### config.mk
export PLATFORM = sky130hd
export DESIGN_NAME = mem_access_stage
export DESIGN_NICKNAME = d
export VERILOG_FILES = /design/src/rtl/mem_pkg.sv /design/src/rtl/mem_stage_wdog.sv /design/src/rtl/mem_access_stage.sv
export SDC_FILE = /design/constraint.sdc
export NUM_CORES = 1
export LEC_CHECK = 0
export CAP_MARGIN = 20
export CELL_PAD_IN_SITES_DETAIL_PLACEMENT = 2
export CELL_PAD_IN_SITES_GLOBAL_PLACEMENT = 2
export CORE_UTILIZATION = 29
export CTS_BUF_LIST = sky130_fd_sc_hd__clkbuf_4
export DETAILED_ROUTE_END_ITERATION = 6
export GPL_TIMING_DRIVEN = 0
export PLACE_DENSITY_LB_ADDON = 0.1
export SYNTH_ARGS = -nofsm -noshare
export SYNTH_HDL_FRONTEND = slang
export SYNTH_SLANG_ARGS = --single-unit
### constraint.sdc
create_clock -name clk -period 2.2 [get_ports clk]
set_input_delay 0.44 -clock clk [delete_from_list [all_inputs] [get_ports clk]]
set_output_delay 0.44 -clock clk [all_outputs]
set_load 0.01 [all_outputs]
### src/rtl/mem_pkg.sv
// Shared types and constants for the memory-access pipeline stage.
package mem_pkg;

    typedef enum logic {
        IDLE,
        BUSY
    } mem_state_t;

    // Data memory is word addressed; low address bits are dropped on requests.
    localparam int unsigned ADDR_ALIGN_BITS = 2;

endpackage

### src/rtl/mem_stage_wdog.sv
// Watchdog for an outstanding memory transaction; flags expiry after TIMEOUT
// consecutive unacknowledged BUSY cycles.
module mem_stage_wdog #(
    parameter int unsigned TIMEOUT = 64
) (
    input  logic clk,
    input  logic rst,
    input  logic clear,
    input  logic busy,
    input  logic ack,
    output logic expired
);

    localparam int unsigned CntW = (TIMEOUT > 1) ? $clog2(TIMEOUT) : 1;
    localparam logic [CntW-1:0] LastCnt = CntW'(TIMEOUT - 1);

    logic [CntW-1:0] cnt_q;
    logic            counting;

    assign counting = busy && !ack;
    assign expired  = counting && (cnt_q == LastCnt);

    always_ff @(posedge clk) begin
        if (!rst) begin
            cnt_q <= '0;
        end else if (clear || !busy) begin
            cnt_q <= '0;
        end else if (counting) begin
            cnt_q <= cnt_q + 1'b1;
        end
    end

endmodule

### src/rtl/mem_access_stage.sv
// Memory-access pipeline stage: req/ack handshake to a variable-latency data memory
// and registered results to write-back. Watchdog abort enabled by MEM_STAGE_TIMEOUT_EN.
module mem_access_stage
    import mem_pkg::*;
#(
    parameter int unsigned N       = 32,
    parameter int unsigned TIMEOUT = 64
) (
    input  logic         clk,
    input  logic         rst,
    input  logic         in_valid,
    input  logic         in_mem_read,
    input  logic         in_mem_write,
    input  logic         in_wd_selector,
    input  logic [N-1:0] in_alu_result,
    input  logic [N-1:0] in_write_data,
    output logic         stall,
    output logic         mem_req,
    output logic         mem_we,
    output logic [N-1:0] mem_addr,
    output logic [N-1:0] mem_wdata,
    input  logic         mem_ack,
    input  logic [N-1:0] mem_rdata,
    output logic         out_valid,
    output logic         out_wd_selector,
    output logic [N-1:0] out_read_data,
    output logic [N-1:0] out_alu_result,
    output logic         err
);

    mem_state_t state_q, state_d;

    logic         mem_req_d, mem_we_d;
    logic [N-1:0] mem_addr_d, mem_wdata_d;
    logic         out_valid_d, out_wd_d;
    logic [N-1:0] out_rd_d, out_alu_d;

    // Write-back fields of the instruction currently in memory.
    logic         pend_wd_q, pend_wd_d;
    logic [N-1:0] pend_alu_q, pend_alu_d;

    // Holds a non-memory instruction accepted in the same cycle a memory
    // instruction completes, so each out_valid pulse carries one instruction.
    logic         skid_valid_q, skid_valid_d;
    logic         skid_wd_q, skid_wd_d;
    logic [N-1:0] skid_alu_q, skid_alu_d;

    logic ack_ok, accept, is_mem, timeout, finish;

    assign stall  = (state_q == BUSY) && !mem_ack;
    assign ack_ok = (state_q == BUSY) && mem_ack;
    assign accept = in_valid && !stall;
    assign is_mem = in_mem_read || in_mem_write;
    assign finish = ack_ok || timeout;

`ifdef MEM_STAGE_TIMEOUT_EN
    mem_stage_wdog #(
        .TIMEOUT (TIMEOUT)
    ) u_wdog (
        .clk     (clk),
        .rst     (rst),
        .clear   (accept && is_mem),
        .busy    (state_q == BUSY),
        .ack     (mem_ack),
        .expired (timeout)
    );

    always_ff @(posedge clk) begin
        if (!rst) begin
            err <= 1'b0;
        end else if (timeout) begin
            err <= 1'b1;
        end
    end
`else
    assign timeout = 1'b0;
    assign err     = 1'b0;
`endif

    always_comb begin
        state_d      = state_q;
        mem_req_d    = mem_req;
        mem_we_d     = mem_we;
        mem_addr_d   = mem_addr;
        mem_wdata_d  = mem_wdata;
        out_valid_d  = 1'b0;
        out_wd_d     = out_wd_selector;
        out_rd_d     = out_read_data;
        out_alu_d    = out_alu_result;
        pend_wd_d    = pend_wd_q;
        pend_alu_d   = pend_alu_q;
        skid_valid_d = 1'b0;
        skid_wd_d    = skid_wd_q;
        skid_alu_d   = skid_alu_q;

        if (finish) begin
            state_d     = IDLE;
            mem_req_d   = 1'b0;
            out_valid_d = 1'b1;
            out_wd_d    = pend_wd_q;
            out_alu_d   = pend_alu_q;
            if (timeout) begin
                out_rd_d = '0;
            end else if (!mem_we) begin
                out_rd_d = mem_rdata;
            end
        end else if (skid_valid_q) begin
            out_valid_d = 1'b1;
            out_wd_d    = skid_wd_q;
            out_alu_d   = skid_alu_q;
        end

        if (accept) begin
            if (is_mem) begin
                state_d     = BUSY;
                mem_req_d   = 1'b1;
                mem_we_d    = in_mem_write;
                mem_addr_d  = {in_alu_result[N-1:ADDR_ALIGN_BITS], {ADDR_ALIGN_BITS{1'b0}}};
                mem_wdata_d = in_write_data;
                pend_wd_d   = in_wd_selector;
                pend_alu_d  = in_alu_result;
            end else if (out_valid_d) begin
                skid_valid_d = 1'b1;
                skid_wd_d    = in_wd_selector;
                skid_alu_d   = in_alu_result;
            end else begin
                out_valid_d = 1'b1;
                out_wd_d    = in_wd_selector;
                out_alu_d   = in_alu_result;
            end
        end
    end

    always_ff @(posedge clk) begin
        if (!rst) begin
            state_q         <= IDLE;
            mem_req         <= 1'b0;
            mem_we          <= 1'b0;
            mem_addr        <= '0;
            mem_wdata       <= '0;
            out_valid       <= 1'b0;
            out_wd_selector <= 1'b0;
            out_read_data   <= '0;
            out_alu_result  <= '0;
            pend_wd_q       <= 1'b0;
            pend_alu_q      <= '0;
            skid_valid_q    <= 1'b0;
            skid_wd_q       <= 1'b0;
            skid_alu_q      <= '0;
        end else begin
            state_q         <= state_d;
            mem_req         <= mem_req_d;
            mem_we          <= mem_we_d;
            mem_addr        <= mem_addr_d;
            mem_wdata       <= mem_wdata_d;
            out_valid       <= out_valid_d;
            out_wd_selector <= out_wd_d;
            out_read_data   <= out_rd_d;
            out_alu_result  <= out_alu_d;
            pend_wd_q       <= pend_wd_d;
            pend_alu_q      <= pend_alu_d;
            skid_valid_q    <= skid_valid_d;
            skid_wd_q       <= skid_wd_d;
            skid_alu_q      <= skid_alu_d;
        end
    end

endmodule

==> flow_summary.ini <==
[status]
status = completed

[routing]
routed_wl_um = 29650
detail_route.drc_violations = 0
via_per_inst = 5.277
first_iter_violations = 262
wl_per_cell_um = 20.56
drtAntennaViolNets = 0
drt_first_pass_iters = 4
via_count = 7609

[floorplanning]
die_x_um = 160.9
core_sq_um = 24530
die_area_sq_um = 25900
ios = 237
start_util_pct = 29.86
row_count = 57
die_h_um = 160.9

[cts]
cts_hold_buf = 0
cts_buffer_depth = 2
cts_tree = built
path_clk_slew_ns = 0.17
postCtsResizedCells = 4
clockRootBuffer = clkbuf_4
h-tree-depth = 4
insertion_delay_ns = 0.58
clock-sinks = 168
numCtsBuffers = 17
postCtsSetupRepairBufs = 0

[place]
placed_area_sq_um = 10060
gp_congestion = 0.7469
place_hpwl_um = 21580
io_buffers = 232

[final_layout]
post-route-util_pct = 42.14
area_growth_pct = 41.13
seq_area_sq_um = 3364
multi_input_area_sq_um = 3243
drive_gt1_share_pct = 10.38
n_fill_cell = 2777
finalInstanceArea_sq_um = 10340
final_nets = 1207

[global_routing]
overflow = 0
grt_pass1_wl_um = 46330
grt_pass1_vias = 8039
antenna_found_initial = 1
grt_usage_pct = 22.97
grt_max_degree = 17

[logic_synthesis]
synth-warning-count = 0
ys_ff_latch = 168
yosysMostFrequentCell = dfxtp_1
synth_area_per_cell_sq_um = 8.597
synth_commonest_cells = dfxtp_1, a21oi_1, nand3_1, o31ai_1, nand4_1
synth-main-ff-cell = dfxtp_1
synth_edf_count = 0
synth_area_leaders = dfxtp_1, a21oi_1, o31ai_1
synth_area_sq_um = 7325
async_flop_share_pct = 0
yosysTopAreaCell = dfxtp_1
synth_cell_types = 31
netlist.area_leader.share_pct = 45.92
syn-instance-count = 852
yosysSeqAreaShare_pct = 45.92

[setup_path]
worstPathMaxFanout = 3
cp.arrival_ns = 1.66
worstSetupPathType = reg2out
critical_path.slowest_cell = clkdlybuf4s50_1
worst_setup_path_start_kind = flop
cpLargestDelayFamily = buffers and inverters
cp.required_ns = 1.76
cp_cell_sequence = buf_4, clkdlybuf4s50_1
regToRegSetupSlack_ns = 0.36
critPathMaxStageDelay_ns = 0.53
critPathBufInv = 2
critPathCaptureType = primary output

[power_and_ir_drop]
p_per_area_nw_per_um2 = 601.1
switchingPower_mw = 1.897
power_mw = 6.214
p_leak_nw = 3.601
p_int_mw = 4.317
power.share.clock_pct = 29.4
peakVddDrop_v = 0.0002517
swShare_pct = 30.53
combPwrFrac_pct = 18.3
seqPwrFrac_pct = 52.3

[sta]
layout_min_cycle_time_ns = 2.098
finClkSkew_ns = 0.02823
hold_viol = 0
max_freq_ghz = 0.4766
slew_headroom_pct = 51.26
period_share_pct = 95.37
rsz0062_at_grt = false
setup_violations = 0
max_slew.worst_pin.slew_ns = 0.7312
final_max_slew_viol_count = 0

[hold_path]
worstHoldPathType = in2reg

[job]
drv_cap = 0
## layer usage
metal | GRT usage [%] | vias up | part of all wire, %
met5 | 0 | - | 0
met4 | 4.374 | 0 | 0.57
met3 | 5.449 | 14 | 5.4
met2 | 38.56 | 180 | 49
met1 | 29.99 | 3818 | 45
li1 | - | 3597 | -
## per-stage QoR
stage	setup TNS [ns]	hold slack, ns	worst slack [ns]	cells
after floorplan	0	0.4485	0.6829	854
after global placement	-22.61	0.4426	-0.4057	1410
after detailed placement	-27.62	0.4505	-0.4523	1410
after CTS	0	0.3360	0.04647	1441
after global routing	0	0.3518	0.006226	1442
final	0	0.4060	0.1019	1442
## layout by cell type (no fill, tap or decap), drive strengths merged, types with 2 or more instances in the layout
cell type,count
clkinv,4
o31ai,66
dfxtp,168
a21oi,134
nand4,65
clkdlybuf4s50,231
o21ai,66
nor2,3
inv,11
conb,3
nand3,68
nand2,64
nand2b,2
a22o,33
clkinvlp,2
mux2i,34
buf,84
clkbuf,67
## final timing paths
path / from / end / depth (start not counted)
min reg2reg: out_read_data[15]$_SDFFE_PN0P_ / out_read_data[15]$_SDFFE_PN0P_ / 2
max: pend_alu_q[7]$_SDFFE_PN0P_ / mem_addr[7] / 2
min: in_write_data[5] / mem_wdata[5]$_SDFFE_PN0P_ / 3
max reg2reg: skid_valid_q$_SDFF_PP0_ / out_alu_result[24]$_SDFF_PN0_ / 5
## worst reg2reg max path, delay by kind of cell (launching register included)
kind | cells | cell delay, ns
buf+inv | 2 | 0.79
compound gates | 2 | 0.56
flops | 1 | 0.33
simple gates | 1 | 0.11
## sequential cells by signal, indices dropped and copies added (netlist names)
signal / count
mem_wdata: 32
out_alu_result: 32
out_read_data: 32
pend_alu_q: 32
skid_alu_q: 32
mem_req: 1
mem_we: 1
out_valid: 1
out_wd_selector: 1
pend_wd_q: 1
skid_valid_q: 1
skid_wd_q: 1
state_q: 1
## cell families (layout without fill, tap and decap cells)
| kind of cell | after synthesis | count (layout) | share of synthesized area, % |
|---|---|---|---|
| AO/OA/AOI/OAI | 300 | 300 | 24.55 |
| AND/OR/NAND/NOR | 210 | 210 | 14.73 |
| flip-flops | 168 | 168 | 45.92 |
| buffers and inverters | 138 | 401 | 9.908 |
| multiplexers | 35 | 35 | 4.851 |
| other | 1 | 4 | 0.05120 |
## final cells by class
| class | count | area share (%) |
|---|---|---|
| sequential | 168 | 32.55 |
| multi-input combinational | 548 | 31.37 |
| timing repair buffer | 232 | 22.45 |
| buffer | 133 | 6.851 |
| tap | 324 | 3.922 |
| clock inverter | 14 | 1.331 |
| clock buffer | 18 | 1.307 |
| inverter | 4 | 0.1937 |
| antenna | 1 | 0.02421 |
## power groups by stage
| stage | Combinational [mW] | Clock, mW | Sequential, mW |
|---|---|---|---|
| floorplan | 0.470 | 0 | 3.33 |
| global placement | 1.12 | 0 | 3.31 |
| detailed placement | 1.14 | 0 | 3.31 |
| CTS | 1.15 | 1.93 | 3.25 |
| global route | 1.22 | 2.02 | 3.26 |
| finish | 1.14 | 1.83 | 3.25 |
Power figures use the tool's default switching activity.
